**src/rtl/palette_pkg.sv**
```systemverilog
// Shared palette constants: default 8-entry colour table and channel-width scaling.
package palette_pkg;

  localparam int unsigned DEF_CH_W    = 8;
  localparam int unsigned DEF_ENTRIES = 8;
  localparam int unsigned MAX_CH_W    = 16;
  localparam int unsigned MAX_RGB_W   = 3 * MAX_CH_W;

  // Reset contents, 8 bits per channel, R in the MSBs
  localparam logic [23:0] DEF_TABLE [DEF_ENTRIES] = '{
    24'hAAAAAA, 24'h000000, 24'hD2B48C, 24'hFFE4B5,
    24'hFFFFFF, 24'hFF4500, 24'hADFF2F, 24'hAAAAAA
  };

  // Default colour for any index; entries past the table are black
  function automatic logic [23:0] default_rgb(input int unsigned idx);
    logic [23:0] res;
    res = '0;
    if (idx < DEF_ENTRIES) res = DEF_TABLE[idx[2:0]];
    return res;
  endfunction

  // Rescale an 8-bit/channel colour to ch_w bits/channel (MSB aligned), packed in the LSBs
  function automatic logic [MAX_RGB_W-1:0] scale_rgb(input logic [23:0] c,
                                                     input int unsigned ch_w);
    logic [MAX_CH_W-1:0]  r;
    logic [MAX_CH_W-1:0]  g;
    logic [MAX_CH_W-1:0]  b;
    logic [MAX_RGB_W-1:0] res;
    r = MAX_CH_W'(c[23:16]);
    g = MAX_CH_W'(c[15:8]);
    b = MAX_CH_W'(c[7:0]);
    if (ch_w >= DEF_CH_W) begin
      r = r << (ch_w - DEF_CH_W);
      g = g << (ch_w - DEF_CH_W);
      b = b << (ch_w - DEF_CH_W);
    end else begin
      r = r >> (DEF_CH_W - ch_w);
      g = g >> (DEF_CH_W - ch_w);
      b = b >> (DEF_CH_W - ch_w);
    end
    res = (MAX_RGB_W'(r) << (2 * ch_w)) | (MAX_RGB_W'(g) << ch_w) | MAX_RGB_W'(b);
    return res;
  endfunction

endpackage

```
**src/rtl/palette_lut_if.sv**
```systemverilog
// Pixel lookup, palette write and bank-swap signals of palette_lut.
interface palette_lut_if #(
  parameter int unsigned IDX_W = 3,
  parameter int unsigned CH_W  = 8
);
  localparam int unsigned RGB_W = 3 * CH_W;

  logic             pix_valid;
  logic [IDX_W-1:0] pix_idx;
  logic             pix_blank;
  logic             frame_start;
  logic             wr_en;
  logic [IDX_W-1:0] wr_idx;
  logic [RGB_W-1:0] wr_rgb;
  logic             swap_req;
  logic             rgb_valid;
  logic [RGB_W-1:0] rgb;
  logic             swap_pending;
  logic             active_bank;

  modport master (
    output pix_valid, pix_idx, pix_blank, frame_start,
    output wr_en, wr_idx, wr_rgb, swap_req,
    input  rgb_valid, rgb, swap_pending, active_bank
  );

  modport slave (
    input  pix_valid, pix_idx, pix_blank, frame_start,
    input  wr_en, wr_idx, wr_rgb, swap_req,
    output rgb_valid, rgb, swap_pending, active_bank
  );

endinterface

```
**src/rtl/palette_bank.sv**
```systemverilog
// One palette bank: register array with synchronous write, combinational read,
// and reset load of the default colour table.
module palette_bank
  import palette_pkg::*;
#(
  parameter int unsigned IDX_W = 3,
  parameter int unsigned CH_W  = 8
) (
  input  logic               clk,
  input  logic               rst,
  input  logic               wr_en,
  input  logic [IDX_W-1:0]   wr_idx,
  input  logic [3*CH_W-1:0]  wr_rgb,
  input  logic [IDX_W-1:0]   rd_idx,
  output logic [3*CH_W-1:0]  rd_rgb_c
);

  localparam int unsigned RGB_W = 3 * CH_W;
  localparam int unsigned DEPTH = 1 << IDX_W;

  logic [RGB_W-1:0] mem [DEPTH];

  // Reset reloads every entry; otherwise one entry written per cycle
  always_ff @(posedge clk) begin
    if (rst) begin
      for (int unsigned i = 0; i < DEPTH; i++) begin
        mem[i] <= RGB_W'(scale_rgb(default_rgb(i), CH_W));
      end
    end else if (wr_en) begin
      mem[wr_idx] <= wr_rgb;
    end
  end

  assign rd_rgb_c = mem[rd_idx];

endmodule

```
**src/rtl/palette_lut.sv**
```systemverilog
// Double-buffered colour palette: two-stage lookup from the active bank, writes to
// the shadow bank, bank swap deferred to the next frame start.
module palette_lut
  import palette_pkg::*;
#(
  parameter int unsigned IDX_W = 3,  // 1..8
  parameter int unsigned CH_W  = 8   // 1..MAX_CH_W
) (
  input  logic          clk,
  input  logic          rst,
  palette_lut_if.slave  bus
);

  localparam int unsigned RGB_W = 3 * CH_W;

  logic             active_bank_q;
  logic             swap_pending_q;
  logic             s1_valid_q;
  logic             s1_blank_q;
  logic [IDX_W-1:0] s1_idx_q;
  logic             rgb_valid_q;
  logic [RGB_W-1:0] rgb_q;
  logic [RGB_W-1:0] bank_rd_c [2];
  logic [RGB_W-1:0] lookup_c;

  // Bank b is the shadow (writable) bank whenever it is not active
  for (genvar b = 0; b < 2; b++) begin : g_bank
    palette_bank #(
      .IDX_W (IDX_W),
      .CH_W  (CH_W)
    ) u_bank (
      .clk      (clk),
      .rst      (rst),
      .wr_en    (bus.wr_en && (active_bank_q != 1'(b))),
      .wr_idx   (bus.wr_idx),
      .wr_rgb   (bus.wr_rgb),
      .rd_idx   (s1_idx_q),
      .rd_rgb_c (bank_rd_c[b])
    );
  end

  // Read uses the bank active during stage 1, so a swap landing then applies to that pixel
  assign lookup_c = bank_rd_c[active_bank_q];

  // Swap request is latched, then performed only at a frame start
  always_ff @(posedge clk) begin
    if (rst) begin
      active_bank_q  <= 1'b0;
      swap_pending_q <= 1'b0;
    end else if (bus.frame_start && swap_pending_q) begin
      active_bank_q  <= ~active_bank_q;
      swap_pending_q <= 1'b0;
    end else if (bus.swap_req) begin
      swap_pending_q <= 1'b1;
    end
  end

  // Two-stage lookup pipeline; blanked or idle slots output black
  always_ff @(posedge clk) begin
    if (rst) begin
      s1_valid_q  <= 1'b0;
      s1_blank_q  <= 1'b0;
      s1_idx_q    <= '0;
      rgb_valid_q <= 1'b0;
      rgb_q       <= '0;
    end else begin
      s1_valid_q  <= bus.pix_valid;
      s1_blank_q  <= bus.pix_blank;
      s1_idx_q    <= bus.pix_idx;
      rgb_valid_q <= s1_valid_q;
      rgb_q       <= (s1_valid_q && !s1_blank_q) ? lookup_c : '0;
    end
  end

  assign bus.rgb_valid    = rgb_valid_q;
  assign bus.rgb          = rgb_q;
  assign bus.swap_pending = swap_pending_q;
  assign bus.active_bank  = active_bank_q;

endmodule

```
**src/flat_wrapper.sv**
```systemverilog
// flat-port wrapper written by rule: the top's interface ports become plain ports
module palette_lut_flat import palette_pkg::*;
#(
  parameter int unsigned IDX_W = 3,         
  parameter int unsigned CH_W  = 8                 
)
  (clk, rst, bus_pix_valid, bus_pix_idx, bus_pix_blank, bus_frame_start, bus_wr_en, bus_wr_idx, bus_wr_rgb, bus_swap_req, bus_rgb_valid, bus_rgb, bus_swap_pending, bus_active_bank);
  palette_lut_if #(.IDX_W(IDX_W), .CH_W(CH_W)) bus_i ();
  input  logic clk;
  input  logic rst;
  input wire logic [$bits(bus_i.pix_valid)-1:0] bus_pix_valid;
  input wire logic [$bits(bus_i.pix_idx)-1:0] bus_pix_idx;
  input wire logic [$bits(bus_i.pix_blank)-1:0] bus_pix_blank;
  input wire logic [$bits(bus_i.frame_start)-1:0] bus_frame_start;
  input wire logic [$bits(bus_i.wr_en)-1:0] bus_wr_en;
  input wire logic [$bits(bus_i.wr_idx)-1:0] bus_wr_idx;
  input wire logic [$bits(bus_i.wr_rgb)-1:0] bus_wr_rgb;
  input wire logic [$bits(bus_i.swap_req)-1:0] bus_swap_req;
  output wire logic [$bits(bus_i.rgb_valid)-1:0] bus_rgb_valid;
  output wire logic [$bits(bus_i.rgb)-1:0] bus_rgb;
  output wire logic [$bits(bus_i.swap_pending)-1:0] bus_swap_pending;
  output wire logic [$bits(bus_i.active_bank)-1:0] bus_active_bank;
  assign bus_i.pix_valid = bus_pix_valid;
  assign bus_i.pix_idx = bus_pix_idx;
  assign bus_i.pix_blank = bus_pix_blank;
  assign bus_i.frame_start = bus_frame_start;
  assign bus_i.wr_en = bus_wr_en;
  assign bus_i.wr_idx = bus_wr_idx;
  assign bus_i.wr_rgb = bus_wr_rgb;
  assign bus_i.swap_req = bus_swap_req;
  assign bus_rgb_valid = bus_i.rgb_valid;
  assign bus_rgb = bus_i.rgb;
  assign bus_swap_pending = bus_i.swap_pending;
  assign bus_active_bank = bus_i.active_bank;
  palette_lut #(.IDX_W(IDX_W), .CH_W(CH_W)) u_core (.clk(clk), .rst(rst), .bus(bus_i));
endmodule
```
**config.mk**
```make
export PLATFORM = sky130hd
export DESIGN_NAME = palette_lut_flat
export DESIGN_NICKNAME = d
export VERILOG_FILES = /design/src/rtl/palette_pkg.sv /design/src/rtl/palette_lut_if.sv /design/src/rtl/palette_bank.sv /design/src/rtl/palette_lut.sv /design/src/flat_wrapper.sv
export SDC_FILE = /design/constraint.sdc
export NUM_CORES = 1
export LEC_CHECK = 0
export BUFFER_PORTS_ARGS = -buffer_cell sky130_fd_sc_hd__buf_2
export CAP_MARGIN = 10
export CORE_MARGIN = 3
export CORE_UTILIZATION = 55
export CTS_BUF_LIST = sky130_fd_sc_hd__clkbuf_8
export DETAILED_ROUTE_END_ITERATION = 16
export HOLD_SLACK_MARGIN = 0.03
export PLACE_DENSITY = 0.71
export SYNTH_ARGS = -nofsm -noshare
export SYNTH_HDL_FRONTEND = slang
export SYNTH_SLANG_ARGS = --single-unit
export TNS_END_PERCENT = 30
```
**constraint.sdc**
```tcl
create_clock -name clk -period 2.9 [get_ports clk]
set_clock_uncertainty 0.05 [all_clocks]
set_input_delay 0.29 -clock clk [delete_from_list [all_inputs] [get_ports clk]]
set_output_delay 0.29 -clock clk [all_outputs]
set_load 0.02 [all_outputs]
```
# Yosys cells after proc, flatten, opt, wreduce, memory -nomap -nowiden

Memory sizes are Yosys's and may differ from the RTL's. A register that Yosys moved wholly into a read port is not among the register bits.
Index checks and enable logic that the tools add are counted.

Reductions and logical operators: 9
Bitwise logic cells: 17
Magnitude comparators: 1
Muxes and demuxes: 30

Operators by type and width:

| kind                                        | count |
|---|---|
| bitwise OR 24 x 16 -> 24 bit                | 7 |
| bitwise OR 24 bit                           | 7 |
| two-way mux 16 bit                          | 9 |
| two-way mux 24 bit                          | 5 |
| OR reduction 24 bit                         | 2 |
| two-way mux 8 bit                           | 2 |
| two-way mux 3 bit                           | 4 |
| two-way mux 1 bit                           | 10 |
| logical AND 1 bit                           | 4 |
| OR reduction 2 bit                          | 2 |
| >= comparator 2 bit (second input constant) | 1 |
| NOT 1 bit                                   | 2 |
| NOT 1 -> 2 bit                              | 1 |
| zero test 1 bit                             | 1 |

Memories: 2
Input bits: 37
Word-level logic and storage cells: 65
Memory bits (writable): 384
Output and inout bits: 27
Register bits after elaboration: 29

Memories:

| memory                      | words | bits a word | rd ports | clocked after Yosys merged registers in | wr ports | line               | RTL |
|---|---|---|---|---|---|---|---|
| u_core.g_bank[0].u_bank.mem | 8     | 24          | 1        | 1                                       | 8        | palette_bank.sv:21 | `logic [RGB_W-1:0] mem [DEPTH];` |
| u_core.g_bank[1].u_bank.mem | 8     | 24          | 1        | 1                                       | 8        | palette_bank.sv:21 |  |

# Longest topological paths before layout

Gate-level depths: netlist of the first run.

Depth in word-level cells: 7
Mapped depth: 6
Depth with buffers taken out: 3

# Modules after synthesis

A second synthesis of the first run with hierarchy kept.

Cells, all modules: 1161
Area, all modules: 18712.9 µm²

Modules (own cells, without submodules):

| module                                 | seq. area each (µm²) | area each (µm²) | times used | cells an instance |
|---|---|---|---|---|
| palette_bank (u_core.g_bank[0].u_bank) | 5765.5               | 8800.9          | 1          | 531 |
| palette_bank (u_core.g_bank[1].u_bank) | 5765.5               | 8712.1          | 1          | 529 |
| palette_lut                            | 640.6                | 1199.9          | 1          | 101 |

# Least setup slack after synthesis of the first run

Ideal clock, no wire load.

Kind: reg2reg
Start: register u_core.active_bank_q, in the netlist u_core.bus.active_bank
End: memory u_core.g_bank[1].u_bank.mem[4][0] (netlist bit) (enable)
Path slack: -0.074 ns
Path buffers: 2
Library setup time: 0.410 ns
Arrival time: 2.514 ns
Required time: 2.440 ns
Clock period less this slack: 2.974 ns
Stages on the path, launching flop included: 5
Cells stage by stage: dfxtp_1 > or4b_4 > buf_2 > buf_6 > o21bai_1

RTL lines:

| item                   | line               | RTL |
|---|---|---|
| start, declared        | palette_lut.sv:16  | `logic active_bank_q;` |
| start signal, assigned | palette_lut.sv:51  | `active_bank_q <= ~active_bank_q;` |
| end, declared          | palette_bank.sv:21 |  |

==> qor.yml, run 1 <==
run_status:
  outcome: "finished, final reports clean"
power:
  ir_drop_v: 0.000384
  power_density_nw_per_um2: 601
  p_leak_nw: 6.45
synth:
  syn-cell-area_um2: 18300
  synthArstFlopShare_pct: 0
  ys_seq_area_share_pct: 66.5
  synth_edf_count: 384
  ys_ff_latch: 416
  syn_avg_cell_area_um2: 15.8
  syn_inst: 1159
  synth_flop_cell: "edfxtp_1"
  ys.warnings.count: 0
  ys_types: 32
  synth_nets: 1196
cells_and_area:
  layout.nets: 1277
  area_delta_synth_final_pct: 12.8
  fillerInstances: 2425
  final_cell_mix: "edfxtp_1 (384), and2_1 (174), or3_1 (164)"
  drive_gt1_share_pct: 25.8
  fin_area_um2: 20600
  final_common_cell: "edfxtp_1"
  final_core_util_pct: 63.1
min_path:
  hold_start: "bus_frame_start"
  hold_class: "in2reg"
worst_setup_path:
  reg2reg_from: "u_core.bus.active_bank"
  critPathKind: "reg2reg"
  arrival_ns: 2.52
  cp-end-kind: "register"
  crit_path_start: "u_core.bus.active_bank"
  cp_data_required_time_ns: 3.05
  crit_path_start_kind: "register"
  path_max_fanout: 39
floorplan:
  die_w_um: 188
  fp.dieH_um: 188
  num_rows: 66
  die-area_um2: 35500
  core_area_um2: 32700
  io_pins: 64
  start_util_pct: 55.9
drt:
  via_count: 10700
  drtIter0Drc: 1269
  drc_errors: 0
  wl_met3_um: 4150
  dr_wl_met2_um: 21800
  totalWireLength_um: 46900
  top_layer_used: "met5"
  firstDrtPassIters: 5
  wl_met1_um: 19500
  drtAntennaViolNets: 0
  viasPerCell: 6.16
  wl_per_cell_um: 27.0
clock_network:
  clock-sinks: 416
  cts_resized: 0
  cts_buffer_depth: 3
  path_clk_slew_ns: 0.06
  cts_tree: "yes"
  clock_latency_ns: 0.57
  cts_setup_buffers: 0
  cts_max_level: 3
  numCtsBuffers: 69
  cts_hold_buf: 7
  clock-root-buffer: "clkbuf_8"
global_route:
  overflow: 0
  grt_usage_pct: 27.1
  grt_pass1_vias: 11100
  antenna_found_initial: 4
  grt_first_pass_wirelength_um: 71000
  grt_max_degree: 58
sta:
  finalSetupViolCount: 0
  hold_viol_final: 0
  period_share_pct: 81.8
  worst_pin_slew_ns: 1.11
  hold_ws_ns: 0.0777
  finalMaxSlewViolations: 0
  finalSetupTns_ns: 0
  fin_crit_ns: 2.37
  max-slew-margin-rel_pct: 26.3
  fmax_mhz: 421
  rsz0062_at_grt: "false"
placement:
  placed_area_um2: 19300
  hpwl_um: 27800
  gp_routability_congestion: 0.797
  portBuffers: 63
job:
  maxCapViolCount: 0
==> synth_stat cells (2+ instances only) <==
library cell / instances / share of area [%]
and2_1: 174 / 5.9
clkbuf_1: 89 / 1.8
buf_4: 2 / 0.082
o211ai_1: 24 / 0.98
nand2_1: 2 / 0.041
nand3b_1: 24 / 0.98
nand2b_1: 48 / 1.6
nor3_2: 2 / 0.11
nand4bb_1: 2 / 0.12
or3_1: 164 / 5.6
mux4_2: 96 / 12
buf_1: 2 / 0.041
mux2i_1: 24 / 1.3
or2_2: 13 / 0.44
nand3_1: 24 / 0.66
buf_2: 21 / 0.57
o21bai_1: 2 / 0.082
nor2_1: 10 / 0.21
buf_6: 3 / 0.18
nor2b_1: 6 / 0.21
dfxtp_1: 32 / 3.5
edfxtp_1: 384 / 63
nor2_2: 2 / 0.068
==> power by group <==
group	internal [mW]	switching (mW)
sequential	6.69	0.0704
clock	2.50	2.30
combinational	0.311	0.528
total	9.50	2.90
==> final timing paths <==
kind	to	slack, ns	depth (start not counted)
worst min-delay path	u_core.bus.swap_pending	0.08	4
worst min register to register	u_core.bus.rgb_valid	0.45	1
worst max-delay path	u_core.g_bank[1].u_bank.mem[1][16]	0.53	4
worst max register to register	u_core.g_bank[1].u_bank.mem[1][16]	0.53	4
==> sequential cells by signal, indices dropped and copies added, names as in the netlist, named ones only <==
| signal | cells |
|---|---|
| u_core.s1_valid_q | 1 |
| u_core.bus.rgb | 24 |
| u_core.s1_blank_q | 1 |
| u_core.g_bank.u_bank.mem | 384 |
| u_core.bus.active_bank | 1 |
| u_core.bus.swap_pending | 1 |
| u_core.bus.rgb_valid | 1 |
==> layout make-up <==
class / count / area, um^2 / share of cell area, %
antenna: 4 / 10.0 / 0.0485
clock buffer: 76 / 1050 / 5.07
clock inverter: 47 / 228 / 1.10
multi-input combinational: 626 / 5700 / 27.6
sequential: 416 / 12200 / 59.0
tap: 442 / 553 / 2.68
timing repair buffer: 127 / 926 / 4.48
==> layer usage <==
| layer | vias up | GRT usage (%) |
|---|---|---|
| met5 | - | 0 |
| met4 | 2 | 10.1 |
| met3 | 97 | 5.15 |
| met2 | 599 | 41.3 |
| met1 | 5433 | 39.6 |
| li1 | 4583 | - |
==> critical path, cell delays in order (launching register included) <==
cell     delay [ns]
dfxtp_1        0.41
or4b_4         0.81
nor2_2         0.19
or2_2          0.12
buf_4          0.40
==> cells by family after synthesis <==
kind of cell    synth area share [%]
mux                             13.1
flops                           66.5
xor+xnor                      0.0479
compound gates                  1.09
buf+inv                         2.71
simple gates                    16.5
==> through the flow <==
step / std cells / power [mW] / worst slack (ns)
2_1_floorplan: 1159 / 7.35 / 0.111
5_1_grt: 1735 / 12.8 / 0.437
6_report: 1738 / 12.4 / 0.527
4_1_cts: 1734 / 12.5 / 0.546
3_5_place_dp: 1604 / 7.71 / 0.557
3_3_place_gp: 1604 / 7.70 / 0.595
(Power assumes the default switching activity.)
==> run 2, diff against run 1 <==
--- a/config.mk
+++ b/config.mk
@@ -5,6 +5,7 @@
 export SDC_FILE = /design/constraint.sdc
 export NUM_CORES = 1
 export LEC_CHECK = 0
+export ABC_AREA = 1
 export BUFFER_PORTS_ARGS = -buffer_cell sky130_fd_sc_hd__buf_2
 export CAP_MARGIN = 10
 export CORE_MARGIN = 3
@@ -12,7 +13,7 @@
 export CTS_BUF_LIST = sky130_fd_sc_hd__clkbuf_8
 export DETAILED_ROUTE_END_ITERATION = 16
 export HOLD_SLACK_MARGIN = 0.03
-export PLACE_DENSITY = 0.71
+export PLACE_DENSITY = 0.68
 export SYNTH_ARGS = -nofsm -noshare
 export SYNTH_HDL_FRONTEND = slang
 export SYNTH_SLANG_ARGS = --single-unit
==> constraint.sdc (replaced) <==
create_clock -name clk -period 2.2 [get_ports clk]
set_clock_uncertainty 0.05 [all_clocks]
set_input_delay 0.22 -clock clk [delete_from_list [all_inputs] [get_ports clk]]
set_output_delay 0.22 -clock clk [all_outputs]
set_load 0.02 [all_outputs]
==> qor.yml, run 2 <==
synth:
  ys.warnings.count: 0
  syn-cell-area_um2: 18900
  synth_top_cell_area_share_pct: 60.9
  synthArstFlopShare_pct: 0
  ys_seq_area_share_pct: 64.3
  synth_edf_count: 384
  syn_inst: 2078
  ys_ff_latch: 416
  synth_nets: 2115
  yosysTopAreaCell: "edfxtp_1"
  yosysMostFrequentCell: "nand2_1"
  syn_avg_cell_area_um2: 9.11
  synth_area_leaders: "edfxtp_1 (61%), nand2_1 (16%), nand3_1 (6.3%)"
  synth_flop_cell: "edfxtp_1"
  synth_common_cells: "nand2_1 (808), edfxtp_1 (384), nand3_1 (240), inv_1 (233), nor2_1 (181)"
  ys_types: 23
cells_and_area:
  drive_gt1_share_pct: 11.4
  area_delta_synth_final_pct: 13.0
  largest_register_ffs: 384
  seq_area_um2: 12200
  final_common_cell: "nand2_1"
  layout.nets: 2190
  multi_input_area_um2: 5220
  final_cell_mix: "nand2_1 (807), edfxtp_1 (384), inv_1 (255)"
  fillerInstances: 2833
  top_register: "u_core.g_bank.u_bank.mem"
drt:
  totalWireLength_um: 49200
  viasPerCell: 5.31
  drc_errors: 0
  via_count: 14100
  drtIter0Drc: 1340
  drtAntennaViolNets: 0
  wl_per_cell_um: 18.6
  firstDrtPassIters: 6
power:
  combinationalPowerShare_pct: 8.2
  p_seq_share_pct: 53.2
  pwr-share-clk_pct: 38.6
  swShare_pct: 24.3
  p_int_mw: 12.6
  power_density_nw_per_um2: 778
  p_leak_nw: 9.23
  switchingPower_mw: 4.05
  ir_drop_v: 0.000572
worst_setup_path:
  path_max_fanout: 25
  crit_path_start_kind: "register"
  cp-end-kind: "primary output"
  critPathKind: "reg2out"
  r2r_setup_slack_ns: 0.38
  arrival_ns: 1.63
  rr_worst_depth: 8
  cp_data_required_time_ns: 1.93
  rr_endpoint: "u_core.bus.rgb[11]"
job:
  maxCapViolCount: 0
sta:
  finalMaxSlewViolations: 0
  finalSetupTns_ns: 0
  fmax_mhz: 525
  period_share_pct: 86.5
  rsz0062_at_grt: "false"
  max-slew-margin-rel_pct: 45.4
  hold_ws_ns: 0.0833
  finalSetupViolCount: 0
  hold_viol_final: 0
  fin_crit_ns: 1.90
  worst_pin_slew_ns: 0.818
min_path:
  hold-path-endpoint: "u_core.g_bank[1].u_bank.mem[4][20]"
  min_path_cells: 4
  hold_class: "in2reg"
  hold_start: "bus_wr_rgb[20]"
clock_network:
  path_clk_slew_ns: 0.06
  clock-root-buffer: "clkbuf_8"
  cts_max_level: 3
  clock_latency_ns: 0.60
  cts_buffer_depth: 3
  cts_setup_buffers: 0
  numCtsBuffers: 69
  cts_resized: 0
  cts_tree: "yes"
  clock-sinks: 416
  cts_hold_buf: 13
placement:
  portBuffers: 63
  gp_routability_congestion: 0.833
  hpwl_um: 30400
global_route:
  overflow: 0
  grt_pass1_vias: 13800
  grt_usage_pct: 27.7
  antenna_found_initial: 2
  grt_first_pass_wirelength_um: 76500
  grt_max_degree: 91
floorplan:
  core_area_um2: 33700
  fp.dieH_um: 192
  die_w_um: 192
  num_rows: 67
  io_pins: 64
  die-area_um2: 36700
  start_util_pct: 56.2
run_status:
  outcome: "finished, final reports clean"
run 2: changes by cell type after synthesis, sizes merged, moves of 48 or more:
cell    change
buf        +52
mux4       -96
nand2     +808
nand3     +218
and2      -174
or3       -164
nand2b     -48
nor2      +176
inv       +250
run 2: logic make-up (layout without fill, tap and decap cells):
kind of cell / Yosys count / in the layout / synth area share (%)
AOI/OAI and AO/OA: 28 / 28 / 0.740
DFF: 416 / 416 / 64.3
and+or+nand+nor: 1249 / 1249 / 26.8
buffers and inverters: 385 / 507 / 8.12
other: 0 / 2 / 0
run 2: power by group through the flow:
| stage | Clock, mW | Combinational [mW] | Sequential (mW) |
|---|---|---|---|
| after global routing | 6.88 | 1.49 | 8.87 |
| final | 6.43 | 1.36 | 8.86 |
| after CTS | 6.53 | 1.35 | 8.86 |
| after floorplan | 0 | 0.783 | 9.03 |
| after global placement | 0 | 1.32 | 9.02 |
| after detailed placement | 0 | 1.33 | 9.02 |
run 2: per-stage QoR:
step	setup WS [ns]	instances	utilization, %	cell area (um^2)	power, mW
after global routing	0.235	2650	63.5	21400	17.2
final	0.297	2650	63.5	21400	16.6
after detailed placement	0.312	2517	59.2	20000	10.4
after CTS	0.259	2648	63.5	21400	16.7
after floorplan	-0.00228	2078	-	18900	9.81
after global placement	0.392	2517	59.2	20000	10.3
run 2: cell type report:
| cell class | count | share of cell area (%) |
|---|---|---|
| clock buffer | 84 | 5.40 |
| clock inverter | 34 | 0.678 |
| sequential | 416 | 56.9 |
| multi-input combinational | 1277 | 24.4 |
| timing repair buffer | 138 | 5.49 |
| antenna | 2 | 0.0234 |
| tap | 448 | 2.62 |
| inverter | 251 | 4.44 |
run 2: routing by layer:
layer | wire, um | vias up | track usage (%)
li1 | - | 6732 | -
met1 | 19700 | 6607 | 37.2
met2 | 23900 | 642 | 45.1
met3 | 4490 | 99 | 5.52
met4 | 1220 | 0 | 9.71
met5 | 0 | - | 1.37
run 2: critical path, stage by stage, from the launching register on:
cell,delay (ns)
dfxtp_1,0.43
buf_4,0.36
buf_2,0.24
run 2: worst max path at each step:
| stage | depth (start not counted) | start | slack, ns | to |
|---|---|---|---|---|
| global route | 8 | rst | 0.24 | u_core.g_bank[1].u_bank.mem[2][22] |
| finish | 2 | u_core.bus.active_bank | 0.30 | bus_active_bank |
| global placement | 8 | register | 0.39 | u_core.bus.rgb[13] |
| CTS | 2 | u_core.bus.active_bank | 0.26 | bus_active_bank |
| detailed placement | 7 | rst | 0.31 | u_core.g_bank[1].u_bank.mem[2][22] |
| floorplan | 7 | u_core.bus.active_bank | -0.002 | u_core.g_bank[1].u_bank.mem[1][0] |
==> run 3, diff against run 2 <==
--- a/config.mk
+++ b/config.mk
@@ -16,5 +16,6 @@
 export PLACE_DENSITY = 0.68
 export SYNTH_ARGS = -nofsm -noshare
 export SYNTH_HDL_FRONTEND = slang
+export SYNTH_HIERARCHICAL = 1
 export SYNTH_SLANG_ARGS = --single-unit
 export TNS_END_PERCENT = 30
==> qor.yml, run 3 <==
worst_setup_path:
  critPathKind: "reg2out"
  rr_worst_depth: 8
  rr_endpoint: "u_core/g_bank[1].u_bank/mem[3][19]"
  reg2reg_from: "u_core/bus.active_bank"
  cp_data_required_time_ns: 1.93
  crit_path_start_kind: "register"
  cp-end-kind: "primary output"
  path_max_fanout: 51
  arrival_ns: 1.68
  r2r_setup_slack_ns: 0.42
synth:
  ys_seq_area_share_pct: 59.5
  synthArstFlopShare_pct: 0
  yosysMostFrequentCell: "nand2_1"
  synth_flop_cell: "edfxtp_1"
  syn_avg_cell_area_um2: 8.52
  synth_common_cells: "nand2_1 (882), inv_1 (502), edfxtp_1 (384), nor2_1 (237), nand3_1 (193)"
  ys.warnings.count: 6
  synth_edf_count: 384
  synth_area_leaders: "edfxtp_1 (56%), nand2_1 (16%), inv_1 (9.2%)"
  syn-cell-area_um2: 20500
  ys_ff_latch: 416
  ys_types: 23
  syn_inst: 2404
  synth_nets: 2441
  yosysTopAreaCell: "edfxtp_1"
  synth_top_cell_area_share_pct: 56.3
global_route:
  grt_usage_pct: 27.5
  grt_use_met2_pct: 43.9
  grt_pass1_vias: 14900
  overflow: 0
  use_met3_pct: 5.69
  grt_first_pass_wirelength_um: 82600
  grt_max_degree: 75
  busiest_layer: "met2"
  antenna_found_initial: 2
  met1_usage_pct: 38.4
floorplan:
  core_area_um2: 36600
  num_rows: 70
  fp.dieH_um: 199
  start_util_pct: 55.9
  io_pins: 64
  die-area_um2: 39600
  die_w_um: 199
cells_and_area:
  diodes: 0
  fillerInstances: 3132
  layout.nets: 2564
  seq_area_um2: 12200
  drive_gt1_share_pct: 10.8
  top_register: "u_core/g_bank.u_bank/mem"
  final_common_cell: "nand2_1"
  final_cell_mix: "nand2_1 (879), inv_1 (538), edfxtp_1 (384)"
  multi_input_area_um2: 5710
  largest_register_ffs: 384
  final_core_util_pct: 62.7
  fin_area_um2: 23000
  area_delta_synth_final_pct: 12.1
min_path:
  min_path_cells: 3
  hold_start: "bus_wr_rgb[3]"
  hold_class: "in2reg"
  hold-path-endpoint: "u_core/g_bank[1].u_bank/mem[6][3]"
placement:
  portBuffers: 63
  hpwl_um: 33700
  placed_area_um2: 21500
  gp_routability_congestion: 0.882
sta:
  finalSetupViolCount: 0
  fmax_mhz: 514
  finalSetupTns_ns: 0
  period_share_pct: 88.5
  max-slew-margin-rel_pct: 63.4
  fin_crit_ns: 1.95
  worst_pin_slew_ns: 0.547
  rsz0062_at_grt: "false"
  finalMaxSlewViolations: 0
  hold_viol_final: 0
run_status:
  outcome: "finished, final reports clean"
drt:
  via_count: 15600
  wl_per_cell_um: 17.7
  drc_errors: 0
  totalWireLength_um: 54000
  viasPerCell: 5.13
  firstDrtPassIters: 6
  drtAntennaViolNets: 0
  drtIter0Drc: 1581
clock_network:
  clock-root-buffer: "clkbuf_8"
  cts_setup_buffers: 0
  cts_buffer_depth: 3
  cts_hold_buf: 30
  cts_resized: 0
  clock-sinks: 416
  clock_latency_ns: 0.60
  numCtsBuffers: 71
  path_clk_slew_ns: 0.06
  cts_max_level: 3
  cts_tree: "yes"
job:
  maxCapViolCount: 0
power:
  p_leak_nw: 11.2
  power_density_nw_per_um2: 721
  ir_drop_v: 0.000581
==> run 3: cell count changes after synthesis, moves of 3 or more <==
cell / change
buf_6: +10
nor2_1: +56
buf_4: +15
inv_1: +269
nor3_1: -6
a21oi_1: -26
buf_1: -12
nor2_4: +25
clkbuf_1: -39
nand2_1: +74
inv_4: +3
nor2_8: +5
nand3_1: -47
inv_2: -3
==> run 3: worst max path at each step <==
stage	end	cells past startpoint	startpoint
global placement	u_core/g_bank[1].u_bank/mem[7][21]	9	bus_wr_en
global route	bus_active_bank	2	u_core/bus.active_bank
floorplan	u_core/g_bank[0].u_bank/mem[2][0]	11	u_core/bus.active_bank
detailed placement	u_core/g_bank[0].u_bank/mem[3][13]	9	rst
finish	bus_active_bank	2	u_core/bus.active_bank
CTS	bus_active_bank	2	u_core/bus.active_bank
==> run 3: layout make-up <==
class | count | share of cell area [%]
Clock buffer | 74 | 4.44
Sequential cell | 416 | 53.1
Multi-Input combinational cell | 1359 | 24.9
Timing Repair Buffer | 158 | 5.73
Inverter | 521 | 8.59
Tap cell | 468 | 2.55
Clock inverter | 44 | 0.741
==> run 3: metrics by stage <==
| stage | instances | total power, mW | hold WS (ns) | setup slack (ns) |
|---|---|---|---|---|
| detailed placement | 2892 | 10.6 | 0.390 | 0.359 |
| CTS | 3040 | 16.7 | 0.0303 | 0.198 |
| floorplan | 2404 | 10.0 | 0.241 | -0.224 |
| finish | 3040 | 16.5 | 0.0520 | 0.253 |
| global placement | 2892 | 10.6 | 0.379 | 0.398 |
| global route | 3040 | 17.2 | 0.0512 | 0.165 |
==> run 3: metal layers <==
layer	share of wire (%)	wire, um
met3	8.4	4530
met2	47	25200
met4	2.6	1410
met5	0.050	27
met1	42	22800
==> run 3: critical path, cell delays in order, from the launching register on <==
cell     delay, ns
dfxtp_2       0.33
buf_4         0.47
buf_2         0.27
==> run 3: power breakdown <==
| part | leakage (nW) | internal (mW) | switching (mW) |
|---|---|---|---|
| clock | 0.746 | 3.07 | 2.98 |
| combinational | 6.77 | 0.453 | 1.16 |
| sequential | 3.69 | 8.83 | 0.0635 |
| total | 11.2 | 12.4 | 4.20 |
==> run 3: cell families after synthesis <==
| logic type | after synthesis | synth area share (%) |
|---|---|---|
| AND/OR/NAND/NOR | 1356 | 27.7 |
| buffers and inverters | 629 | 12.8 |
| flip-flops | 416 | 59.5 |
| AO/OA/AOI/OAI | 3 | 0.0733 |
